===== config.mk =====
export PLATFORM = sky130hd
export DESIGN_NAME = mru_tracker
export DESIGN_NICKNAME = d
export VERILOG_FILES = /design/src/rtl/mru_pkg.sv /design/src/rtl/mru_prescaler.sv /design/src/rtl/mru_tracker_chk.sv /design/src/rtl/mru_tracker.sv
export SDC_FILE = /design/constraint.sdc
export NUM_CORES = 1
export LEC_CHECK = 0
export ABC_AREA = 0
export ABC_CLOCK_PERIOD_IN_PS = 3500
export CORE_UTILIZATION = 55
export DETAILED_ROUTE_END_ITERATION = 8
export DONT_BUFFER_PORTS = 1
export GPL_TIMING_DRIVEN = 0
export PLACE_DENSITY = 0.8
export SLEW_MARGIN = 5
export SYNTH_ARGS = -nofsm -noshare
export SYNTH_HDL_FRONTEND = slang
export SYNTH_SLANG_ARGS = --single-unit

===== constraint.sdc =====
create_clock -name clk -period 3.5 [get_ports clk]
set_input_delay 0.35 -clock clk [delete_from_list [all_inputs] [get_ports clk]]
set_output_delay 0.35 -clock clk [all_outputs]
set_load 0.005 [all_outputs]

===== src/rtl/mru_pkg.sv =====
// Shared types and helpers for the MRU/LRU recency tracker.
package mru_pkg;

    typedef enum logic {
        POLICY_MRU = 1'b0,
        POLICY_LRU = 1'b1
    } policy_t;

    typedef enum logic [1:0] {
        IDLE   = 2'd0,
        UPDATE = 2'd1,
        CHECK  = 2'd2
    } state_t;

    function automatic int mru_rank_w(input int n);
        return $clog2(n);
    endfunction

endpackage


===== src/rtl/mru_prescaler.sv =====
// Terminal-count divider: tick is high for the one cycle the counter sits at TICK_DIV-1.
module mru_prescaler #(
    parameter int TICK_DIV = 100_000_000
) (
    input  logic clk,
    input  logic rst,
    output logic tick
);
    localparam int CW = (TICK_DIV > 1) ? $clog2(TICK_DIV) : 1;
    localparam logic [CW-1:0] TERM    = CW'(TICK_DIV - 1);
    localparam logic [CW-1:0] CNT_ONE = CW'(1);

    logic [CW-1:0] cnt_q;
    logic [CW-1:0] cnt_d;

    assign tick = (cnt_q == TERM);

    // Count up, wrapping to zero after the terminal count.
    always_comb begin
        if (tick) begin
            cnt_d = {CW{1'b0}};
        end else begin
            cnt_d = cnt_q + CNT_ONE;
        end
    end

    // Counter register.
    always_ff @(posedge clk) begin
        if (rst) begin
            cnt_q <= {CW{1'b0}};
        end else begin
            cnt_q <= cnt_d;
        end
    end

endmodule


===== src/rtl/mru_tracker_chk.sv =====
// Simulation-only check: a sample tick must never land while the FSM is busy.
module mru_tracker_chk (
    input logic clk,
    input logic rst,
    input logic tick,
    input logic idle
);

    // Flag a tick arriving outside IDLE (TICK_DIV too small).
    always_ff @(posedge clk) begin
        if (!rst && tick) begin
            assert (idle);
        end
    end

endmodule


===== src/rtl/mru_tracker.sv =====
// Rank-based recency tracker: one button access per tick, eviction by policy when full,
// per-slot "free" LEDs and a one-cycle eviction report.
module mru_tracker
    import mru_pkg::*;
#(
    parameter int      N_CH     = 5,
    parameter int      TICK_DIV = 100_000_000,
    parameter policy_t POLICY   = POLICY_MRU
) (
    input  logic                    clk,
    input  logic                    rst,
    input  logic [N_CH-1:0]         btn,
    output logic [N_CH-1:0]         led,
    output logic                    full,
    output logic [$clog2(N_CH)-1:0] mru_idx,
    output logic                    evict_valid,
    output logic [$clog2(N_CH)-1:0] evict_idx
);
    localparam int RW = mru_rank_w(N_CH);
    localparam int CW = $clog2(N_CH + 1);
    localparam logic [RW-1:0] RANK_ZERO   = {RW{1'b0}};
    localparam logic [RW-1:0] RANK_ONE    = RW'(1);
    localparam logic [RW-1:0] RANK_LAST   = RW'(N_CH - 1);
    localparam logic [RW-1:0] VICTIM_RANK = (POLICY == POLICY_MRU) ? RANK_ZERO : RANK_LAST;
    localparam logic [CW-1:0] CNT_ONE     = CW'(1);
    localparam logic [CW-1:0] CNT_FULL    = CW'(N_CH);

    state_t          state_q, state_d;
    logic [N_CH-1:0] valid_q, valid_d;
    logic [RW-1:0]   rank_q [N_CH];
    logic [RW-1:0]   rank_d [N_CH];
    logic [CW-1:0]   cnt_q, cnt_d;
    logic            acc_vld_q, acc_vld_d;
    logic [RW-1:0]   acc_idx_q, acc_idx_d;
    logic            evict_valid_q, evict_valid_d;
    logic [RW-1:0]   evict_idx_q, evict_idx_d;

    logic            tick_s;
    logic [RW-1:0]   hit_rank_s;
    logic [RW-1:0]   victim_s;
    logic [RW-1:0]   mru_s;

    mru_prescaler #(.TICK_DIV(TICK_DIV)) u_prescaler (
        .clk  (clk),
        .rst  (rst),
        .tick (tick_s)
    );

    mru_tracker_chk u_chk (
        .clk  (clk),
        .rst  (rst),
        .tick (tick_s),
        .idle (state_q == IDLE)
    );

    // Victim is the slot holding the policy rank; MRU slot is the one holding rank 0.
    always_comb begin
        hit_rank_s = rank_q[acc_idx_q];
        victim_s   = RANK_ZERO;
        mru_s      = RANK_ZERO;
        for (int i = 0; i < N_CH; i++) begin
            victim_s = (valid_q[i] && (rank_q[i] == VICTIM_RANK)) ? RW'(i) : victim_s;
            mru_s    = (valid_q[i] && (rank_q[i] == RANK_ZERO))   ? RW'(i) : mru_s;
        end
    end

    // FSM next state plus rank/valid/count updates.
    always_comb begin
        state_d       = state_q;
        valid_d       = valid_q;
        rank_d        = rank_q;
        cnt_d         = cnt_q;
        acc_vld_d     = acc_vld_q;
        acc_idx_d     = acc_idx_q;
        evict_valid_d = 1'b0;
        evict_idx_d   = evict_idx_q;
        case (state_q)
            IDLE: begin
                if (tick_s) begin
                    state_d   = UPDATE;
                    acc_vld_d = |btn;
                    acc_idx_d = RANK_ZERO;
                    // Walk downwards so the lowest pressed index wins.
                    for (int i = N_CH - 1; i >= 0; i--) begin
                        acc_idx_d = btn[i] ? RW'(i) : acc_idx_d;
                    end
                end else begin
                    state_d = IDLE;
                end
            end
            UPDATE: begin
                state_d = CHECK;
                if (acc_vld_q) begin
                    for (int i = 0; i < N_CH; i++) begin
                        if (valid_q[i] && (!valid_q[acc_idx_q] || (rank_q[i] < hit_rank_s))) begin
                            rank_d[i] = rank_q[i] + RANK_ONE;
                        end else begin
                            rank_d[i] = rank_q[i];
                        end
                    end
                    rank_d[acc_idx_q]  = RANK_ZERO;
                    valid_d[acc_idx_q] = 1'b1;
                    cnt_d = valid_q[acc_idx_q] ? cnt_q : (cnt_q + CNT_ONE);
                end else begin
                    cnt_d = cnt_q;
                end
            end
            CHECK: begin
                state_d = IDLE;
                if (cnt_q == CNT_FULL) begin
                    // Dropping rank 0 shifts every survivor up one place under MRU.
                    for (int i = 0; i < N_CH; i++) begin
                        rank_d[i] = (POLICY == POLICY_MRU) ? (rank_q[i] - RANK_ONE) : rank_q[i];
                    end
                    rank_d[victim_s]  = RANK_ZERO;
                    valid_d[victim_s] = 1'b0;
                    cnt_d             = cnt_q - CNT_ONE;
                    evict_valid_d     = 1'b1;
                    evict_idx_d       = victim_s;
                end else begin
                    cnt_d = cnt_q;
                end
            end
            default: begin
                state_d = IDLE;
            end
        endcase
    end

    // State registers; reset discards any pending access or eviction.
    always_ff @(posedge clk) begin
        if (rst) begin
            state_q       <= IDLE;
            valid_q       <= {N_CH{1'b0}};
            cnt_q         <= {CW{1'b0}};
            acc_vld_q     <= 1'b0;
            acc_idx_q     <= RANK_ZERO;
            evict_valid_q <= 1'b0;
            evict_idx_q   <= RANK_ZERO;
            for (int i = 0; i < N_CH; i++) begin
                rank_q[i] <= RANK_ZERO;
            end
        end else begin
            state_q       <= state_d;
            valid_q       <= valid_d;
            cnt_q         <= cnt_d;
            acc_vld_q     <= acc_vld_d;
            acc_idx_q     <= acc_idx_d;
            evict_valid_q <= evict_valid_d;
            evict_idx_q   <= evict_idx_d;
            rank_q        <= rank_d;
        end
    end

    assign led         = ~valid_q;
    assign full        = (cnt_q == CNT_FULL);
    assign mru_idx     = mru_s;
    assign evict_valid = evict_valid_q;
    assign evict_idx   = evict_idx_q;

endmodule


==> impl_metrics.py, run 1 <==
metrics = {
    "power": {
        "p_seq_share_pct": 51.2,
        "power.density_mw_per_mm2": 344,
        "cellLeakagePower_uw": 0.00147,
        "worst_ir_drop_vdd_uv": 205,
        "p_int_uw": 1030,
        "p_clk_share_pct": 40.0,
        "comb_power_share_pct": 8.8,
        "p_sw_share_pct": 26.6,
        "p_switching_uw": 374,
    },
    "grt": {
        "grt-ovfl-total": 0,
        "track_usage_pct": 29.8,
        "grt_pass1_wl_mm": 16.6,
        "antenna_found_initial": 0,
        "grt_max_degree": 11,
        "grt_pass1_vias": 3410,
    },
    "floorplan": {
        "start_util_pct": 58.4,
        "die-area_mm2": 0.00727,
        "core_mm2": 0.00653,
        "row_count": 29,
        "die-height_um": 85.3,
        "ioPinCount": 20,
        "die_w_um": 85.3,
    },
    "status": {
        "outcome": "finished clean",
    },
    "worst_setup_path": {
        "worst_path_largest_cell_delay_ps": 590,
        "critPathLaunchType": "flop",
        "crit_arrival_ps": 3610,
        "critPathBufInv": 1,
        "crit_chain": "clkbuf_1, nor2_1, a21oi_1, nor2_1, a21oi_1, ha_1, nand2_1, a31oi_1, a221o_1, a21oi_1, o21ai_0, a32o_1",
        "cp_common_cell": "a21oi_1",
        "crit_type": "flop to flop",
        "endpoint_kind": "flop",
        "slowest_stage": "a21oi_1",
        "crit_required_ps": 3740,
        "path_delay_family": "compound AO/OA/AOI/OAI gates",
        "crit_fanout": 10,
    },
    "clocking": {
        "htreeDepth": 3,
        "cts_max_path_buffers": 2,
        "cts_buffers": 9,
        "cts_tree": "yes",
        "cts_setup_buffers": 0,
        "clock_sinks": 60,
        "cts-resized-gates": 0,
        "clock-root-buffer": "clkbuf_8",
        "path_clk_slew_ps": 70,
        "hold_buffers": 0,
        "clock_latency_ps": 350,
    },
    "logic_synthesis": {
        "yosys.area_share.adder_pct": 8.73,
        "synth-async-reset-ratio_pct": 0,
        "syn-cell-area_mm2": 0.00381,
        "syn_inst": 485,
        "synth_compound_area_share_pct": 16.7,
        "synth_top_area_share_pct": 31.5,
        "yosys_register_bits": 60,
        "synth_edf_count": 0,
        "synth_fp_nets": 518,
        "synth_ff_type": "dfxtp_1",
        "ys.warnings.count": 0,
        "synthSimpleGateAreaFrac_pct": 29.0,
        "synth-seq-area-share_pct": 31.5,
        "synthMuxAreaShare_pct": 2.30,
        "ys_types": 66,
        "ys_top_cells_by_area": "dfxtp_1 31%, ha_1 8.2%, nor2_1 6.0%, a21oi_1 3.9%, nand2_1 3.7%",
        "synth_top_family_by_area": "simple AND/OR/NAND/NOR gates",
        "synth.avg_cell_area_um2": 7.86,
        "synth_xor_area_share_pct": 6.43,
        "yosysTopAreaCell": "dfxtp_1",
    },
    "run": {
        "maxCapViolCount": 0,
    },
    "cells_and_area": {
        "drive_above_1_share_pct": 6.60,
        "fillers": 575,
        "seqCellArea_mm2": 0.00120,
        "area_delta_synth_final_pct": 7.32,
        "fin_cells": 577,
        "nNetsFinal": 529,
        "multiInputGateArea_mm2": 0.00242,
        "n_antenna_cell": 0,
    },
    "timing": {
        "min_period_over_period_pct": 96.2,
        "final.setup.tns_ps": 0,
        "rsz0062_at_grt": "false",
        "slew_violations": 0,
        "setup_viol": 0,
        "slew_headroom_pct": 30.1,
        "fmax_mhz": 297,
        "hold_viol": 0,
        "skew_ps": 5.53,
        "max_slew.worst_pin.slew_ps": 1040,
        "period_needed_ps": 3370,
    },
    "place": {
        "hpwl_mm": 7.42,
        "dpl.cell_count": 562,
        "place.gp.congestion": 0.945,
        "port-buffer-count": 0,
    },
    "routing": {
        "vias_per_cell": 6.37,
        "route.vias.total": 3677,
        "drt_wl_total_mm": 10.2,
        "drtPass1Iterations": 7,
        "drcViolationCount": 0,
        "drtIter0Drc": 389,
        "postRouteAntennaNets": 0,
        "wl_per_cell_um": 17.7,
    },
    "min_path": {
        "hold_class": "input pin to flop",
    },
}
[routing by layer]
metal / wire length, µm / vias up / global-route usage (%)
met1: 4140 / 1664 / 36.2
met4: 382 / 0 / 14.1
met2: 4710 / 192 / 49.6
met3: 1000 / 39 / 7.20
met5: 0 / - / 0
li1: - / 1782 / -
[cells in the final DEF (no fill, tap or decap), types with 12 or more instances in the layout]
cell,instances
xnor2_1,14
inv_1,28
dfxtp_1,60
xor2_1,14
nor2_1,61
ha_1,25
and3_1,12
nand4_1,13
nand3_1,19
clkbuf_1,13
o21ai_0,21
nor3_1,18
nand2_1,38
a21oi_1,30
[path summary, 6_finish.rpt]
path / from / end / slack [ps] / depth (start not counted)
worst min-delay path: btn[4] / acc_idx_q[2] / 160 / 2
worst max-delay path: acc_idx_q[0] / rank_q[11] / 130 / 12
worst max register to register: acc_idx_q[0] / rank_q[11] / 130 / 12
worst min register to register: u_prescaler.cnt_q[0] / u_prescaler.cnt_q[0] / 470 / 1
[cell families (layout without fill, tap and decap cells)]
logic type,Yosys count,count (layout)
adder cells (fa/ha/maj),26,26
buffers and inverters,49,64
multiplexers,8,8
flip-flops,60,60
AO/OA/AOI/OAI,99,99
AND/OR/NAND/NOR,215,215
XOR/XNOR,28,28
[through the flow]
stage | cell area (µm²) | power [µW] | worst slack [ps] | util [%] | hold slack, ps
floorplan | 3810 | 821 | 985 | - | 430
global placement | 3910 | 850 | 248 | 59.9 | 445
detailed placement | 3910 | 856 | 258 | 59.9 | 465
CTS | 4090 | 1410 | 239 | 62.6 | 150
global route | 4090 | 1470 | 67.1 | 62.7 | 161
finish | 4090 | 1410 | 132 | 62.7 | 159
[cells in the mapped netlist (all sizes together) (14+ instances only)]
| master | n |
|---|---|
| xor2 | 14 |
| nand2 | 39 |
| nor2 | 61 |
| ha | 25 |
| nand3 | 19 |
| nor3 | 19 |
| inv | 28 |
| xnor2 | 14 |
| dfxtp | 60 |
| o21ai | 22 |
| a21oi | 30 |
| and3 | 14 |
[power groups by stage]
stage	clock network (µW)	registers, µW	logic, µW
detailed placement	0	735	121
global route	611	722	137
CTS	572	720	122
floorplan	0	728	93.4
finish	564	721	124
global placement	0	734	116
[area by class of cell]
type | count | share of cell area, %
Multi-Input combinational cell | 376 | 59.0
Sequential cell | 60 | 29.3
Clock buffer | 11 | 3.70
Inverter | 28 | 2.57
Buffer | 21 | 2.38
Tap cell | 77 | 2.35
Clock inverter | 4 | 0.611
[sequential cells by signal (all words and copies together), names as in the netlist]
name and cells:
acc_vld_q 1, valid_q 5, u_prescaler.cnt_q 27, state_q 2, rank_q 15, acc_idx_q 3
cnt_q 3, evict_idx 3, evict_valid 1
Power figures use the tool's default switching activity.
==> run 2, diff against run 1 <==
CORE_UTILIZATION = 60   (was 55)
PLACE_DENSITY = 0.86   (was 0.8)
==> impl_metrics.py, run 2 (synthesis gave the netlist of run 1 again) <==
metrics = {
    "worst_setup_path": {
        "path_delay_family": "compound AO/OA/AOI/OAI gates",
        "cp_common_cell": "a21oi_1",
        "crit_chain": "clkbuf_1, nor2_1, a21oi_1, nor2_1, a21oi_1, ha_1, nand2_1, a31oi_1, a221o_1, a21oi_1, mux2i_1, o31ai_1",
        "crit_type": "flop to flop",
        "critPathBufInv": 1,
        "crit_required_ps": 3720,
        "crit_arrival_ps": 3280,
        "endpoint_kind": "flop",
        "slowest_stage": "a21oi_1",
        "crit_fanout": 10,
        "critPathLaunchType": "flop",
        "worst_path_largest_cell_delay_ps": 460,
    },
    "power": {
        "comb_power_share_pct": 7.9,
        "p_switching_uw": 390,
        "p_seq_share_pct": 45.6,
        "p_sw_share_pct": 24.7,
        "p_clk_share_pct": 46.4,
        "cellLeakagePower_uw": 0.00149,
        "worst_ir_drop_vdd_uv": 339,
        "power.density_mw_per_mm2": 382,
        "p_int_uw": 1190,
        "power_uw": 1580,
    },
    "timing": {
        "rsz0062_at_grt": "false",
        "fmax_mhz": 326,
        "min_period_over_period_pct": 87.7,
        "final.setup.tns_ps": 0,
        "max_slew.worst_pin.slew_ps": 1160,
        "setup_ws_ps": 432,
        "setup_viol": 0,
        "hold_viol": 0,
        "skew_ps": 14.3,
        "period_needed_ps": 3070,
        "slew_violations": 0,
        "slew_headroom_pct": 22.2,
    },
    "place": {
        "port-buffer-count": 0,
        "dp_slack_ps": 485,
        "dpl_cell_area_mm2": 0.00391,
        "hpwl_mm": 7.18,
        "dpl.cell_count": 560,
        "place.gp.congestion": 0.939,
    },
    "cells_and_area": {
        "drive_above_1_share_pct": 6.19,
        "nNetsFinal": 529,
        "area_delta_synth_final_pct": 8.43,
        "final_cell_area_mm2": 0.00414,
        "mostFrequentLayoutCell": "nor2_1",
        "n_antenna_cell": 0,
        "reg_top3": "u_prescaler.cnt_q: 27 flops, rank_q: 15 flops, valid_q: 5 flops",
        "fin_cells": 576,
        "largest_register_ffs": 27,
        "final_cell_mix": "61 x nor2_1, 60 x dfxtp_1, 38 x nand2_1",
        "top_register": "u_prescaler.cnt_q",
    },
    "routing": {
        "vias_per_cell": 6.56,
        "wl_per_cell_um": 17.9,
        "wl_met1_mm": 4.41,
        "drtIter0Drc": 458,
        "route.vias.total": 3777,
        "wl_met3_mm": 1.09,
        "postRouteAntennaNets": 0,
        "wl_met2_mm": 4.55,
        "drt_wl_total_mm": 10.3,
        "dr.max_layer_used": "met4",
        "drcViolationCount": 0,
        "drtPass1Iterations": 7,
    },
    "floorplan": {
        "core_mm2": 0.00603,
        "start_util_pct": 63.3,
        "ioPinCount": 20,
        "die-height_um": 81.7,
        "die-area_mm2": 0.00668,
        "row_count": 28,
        "die_w_um": 81.7,
    },
    "clocking": {
        "htreeDepth": 3,
        "clock-root-buffer": "clkbuf_8",
        "hold_buffers": 0,
        "path_clk_slew_ps": 60,
        "cts_setup_buffers": 0,
        "cts-resized-gates": 0,
        "clock_sinks": 60,
        "cts_buffers": 9,
        "cts_tree": "yes",
        "clock_latency_ps": 360,
        "cts_max_path_buffers": 2,
    },
    "grt": {
        "antenna_found_initial": 0,
        "grt_pass1_vias": 3417,
        "grt-ovfl-total": 0,
        "track_usage_pct": 32.9,
        "grt_pass1_wl_mm": 16.4,
        "grt_max_degree": 11,
    },
    "min_path": {
        "hold_class": "input pin to flop",
    },
    "run": {
        "maxCapViolCount": 0,
    },
    "status": {
        "outcome": "finished clean",
    },
}
[run 2: worst paths after layout]
check / startpoint / end / slack [ps] / cells past startpoint
max: acc_idx_q[0] / rank_q[10] / 430 / 12
min: btn[4] / acc_idx_q[2] / 190 / 2
max reg2reg: acc_idx_q[0] / rank_q[10] / 430 / 12
min reg2reg: u_prescaler.cnt_q[0] / u_prescaler.cnt_q[0] / 470 / 1
[run 2: area by class of cell]
type | instances | area, µm²
Buffer | 21 | 97.6
Clock buffer | 13 | 159
Clock inverter | 3 | 68.8
Fill cell | 480 | 1890
Inverter | 28 | 105
Multi-Input combinational cell | 376 | 2410
Sequential cell | 60 | 1200
Tap cell | 75 | 93.8
[run 2: power groups by stage]
stage | Sequential, µW | Clock (µW) | Combinational (µW)
after floorplan | 728 | 0 | 93.4
after global placement | 734 | 0 | 114
after detailed placement | 735 | 0 | 119
after CTS | 719 | 731 | 121
after global routing | 722 | 758 | 138
final | 720 | 733 | 125
[run 2: metal layers]
metal	vias to the layer above	track usage, %
met5	-	3.33
met4	0	14.6
met1	1771	43.9
met2	205	49.0
met3	28	9.00
li1	1773	-
[run 2: through the flow]
stage               util [%]  hold WS, ps
floorplan                  -          430
global placement        64.8          442
detailed placement      64.8          460
CTS                     68.6          178
global route            68.6          199
finish                  68.6          186
==> run 3, diff against run 2 <==
ABC_CLOCK_PERIOD_IN_PS = 2600   (was 3500)
CORE_UTILIZATION = 55   (was 60)
DONT_BUFFER_PORTS = unset   (was 1)
PLACE_DENSITY = 0.87   (was 0.86)
clock period = 2.6 ns   (was 3.5 ns; I/O delays follow)
==> impl_metrics.py, run 3 (synthesis gave the netlist of run 1 again) <==
metrics = {
    "cells_and_area": {
        "final_cell_mix": "60 x nor2_1, 52 x dfxtp_1, 37 x nand2_1",
        "final_util_pct": 70.5,
        "reg_top3": "u_prescaler.cnt_q: 27 flops, rank_q: 15 flops, valid_q: 5 flops",
        "nNetsFinal": 560,
        "n_antenna_cell": 0,
        "area_delta_synth_final_pct": 20.8,
        "largest_register_ffs": 27,
        "drive_above_1_share_pct": 14.3,
        "top_register": "u_prescaler.cnt_q",
        "mostFrequentLayoutCell": "nor2_1",
    },
    "clocking": {
        "htreeDepth": 3,
        "path_clk_slew_ps": 70,
        "cts_max_path_buffers": 2,
        "cts_tree": "yes",
        "clock-root-buffer": "clkbuf_8",
        "clock_sinks": 60,
        "clock_latency_ps": 350,
        "cts_buffers": 9,
    },
    "timing": {
        "skew_ps": 11.2,
        "whs_ps": 463,
        "fmax_mhz": 370,
        "rsz0062_at_grt": "true",
        "period_needed_ps": 2700,
        "min_period_over_period_pct": 104,
        "max_slew.worst_pin.slew_ps": 1100,
        "setup_viol": 5,
        "setup_ws_ps": -100,
        "hold_viol": 0,
        "slew_violations": 0,
        "slew_headroom_pct": 26.5,
    },
    "worst_setup_path": {
        "reg2reg_from": "acc_idx_q[1]",
        "crit_fanout": 5,
        "worst_path_largest_cell_delay_ps": 400,
        "crit_end": "rank_q[10]",
        "rr_endpoint": "rank_q[10]",
        "rrSetupSlack_ps": -100,
        "endpoint_kind": "flop",
        "startpoint": "acc_idx_q[1]",
        "crit_arrival_ps": 2910,
        "critPathBufInv": 1,
        "slowest_stage": "a221o_1",
        "crit_type": "flop to flop",
        "crit_required_ps": 2810,
        "rr_worst_depth": 12,
        "path_delay_family": "compound AO/OA/AOI/OAI gates",
        "crit_chain": "buf_8, mux2i_1, nor2_1, a31oi_1, o22a_2, ha_4, nand2_2, a31oi_1, a221o_1, a21oi_2, mux2i_1, o31ai_1",
        "crit_cells": 12,
        "critPathLaunchType": "flop",
    },
    "place": {
        "place.gp.congestion": 0.949,
        "dp_slack_ps": -487,
        "port-buffer-count": 19,
        "hpwl_mm": 7.34,
    },
    "routing": {
        "drt_wl_total_mm": 11.0,
        "route.vias.total": 3999,
        "drtIter0Drc": 526,
        "vias_per_cell": 6.57,
        "drcViolationCount": 0,
        "drtPass1Iterations": 6,
        "postRouteAntennaNets": 0,
        "wl_per_cell_um": 18.1,
    },
    "grt": {
        "grt_pass1_vias": 3686,
        "global_route.usage.met2_pct": 51.2,
        "grt_pass1_wl_mm": 17.2,
        "track_usage_pct": 30.1,
        "grt-ovfl-total": 0,
        "busiest_layer": "met2",
        "grt_max_degree": 13,
        "antenna_found_initial": 0,
        "gr-usage-met3_pct": 7.00,
        "grt_use_met1_pct": 36.0,
    },
    "power": {
        "p_int_uw": 1660,
        "worst_ir_drop_vdd_uv": 398,
        "power_uw": 2230,
        "comb_power_share_pct": 8.7,
        "p_switching_uw": 562,
        "p_sw_share_pct": 25.3,
        "p_seq_share_pct": 43.7,
        "power.density_mw_per_mm2": 483,
        "cellLeakagePower_uw": 0.00167,
        "p_clk_share_pct": 47.6,
    },
    "floorplan": {
        "ioPinCount": 20,
        "start_util_pct": 58.4,
        "die-height_um": 85.3,
        "die-area_mm2": 0.00727,
        "row_count": 29,
        "core_mm2": 0.00653,
        "die_w_um": 85.3,
    },
    "status": {
        "violations": "negative setup slack",
        "outcome": "finished, violations left",
    },
    "min_path": {
        "hold_class": "flop to flop",
        "whs_path_depth": 1,
    },
    "run": {
        "maxCapViolCount": 0,
    },
}
[run 3: power groups by stage]
stage / Clock (µW) / Sequential, µW / Combinational, µW
2_1_floorplan: 0 / 980 / 126
3_3_place_gp: 0 / 988 / 171
3_5_place_dp: 0 / 990 / 179
4_1_cts: 1060 / 969 / 184
5_1_grt: 1100 / 975 / 212
6_report: 1060 / 973 / 195
[run 3: how the worst min path moves through the flow]
stage                               startpoint                   end  slack, ps
after global placement    u_prescaler.cnt_q[0]  u_prescaler.cnt_q[0]        440
after CTS                 u_prescaler.cnt_q[0]  u_prescaler.cnt_q[0]        470
final                     u_prescaler.cnt_q[0]  u_prescaler.cnt_q[0]        460
after floorplan                         btn[4]          acc_idx_q[2]        410
after detailed placement  u_prescaler.cnt_q[0]  u_prescaler.cnt_q[0]        450
after global routing      u_prescaler.cnt_q[0]  u_prescaler.cnt_q[0]        490
[run 3: cell type report]
cell class              count  area (µm²)
plain buffers              21         116
clock buffers               9         124
clock inverters             7         124
fillers                   484        1920
inverters                  28         105
multi-input cells         376        2530
flip-flops and latches     60        1210
well taps                  77        96.3
repair buffers             31         298
[run 3: worst register-to-register path, stage by stage (launching register included)]
cell and delay, ps:
dfxtp_4 360, buf_8 110, mux2i_1 180, nor2_1 70, a31oi_1 260, o22a_2 320, ha_4 240, nand2_2 60
a31oi_1 40, a221o_1 400, a21oi_2 220, mux2i_1 220, o31ai_1 90
[run 3: routing by layer]
metal,share of wire [%],vias up
li1,-,1828
met1,41,1860
met2,46,253
met3,8.8,58
met4,4.3,0
met5,0,-
[run 3: what timing repair did]
item | in CTS | in global routing
pin swaps | 5 | 8
hold buffers | 0 | 0
gates resized for setup | 17 | 27
endpoints found under the setup margin | 15 | 19
gates cloned | 0 | 1
setup buffers | 7 | 4
[run 3: metrics by stage]
stage,cell area (µm²),instances,TNS [ps]
finish,4610,609,-271
CTS,4460,604,0
floorplan,3810,485,0
detailed placement,4100,581,-5550
global route,4610,609,-1650
global placement,4100,581,-5200
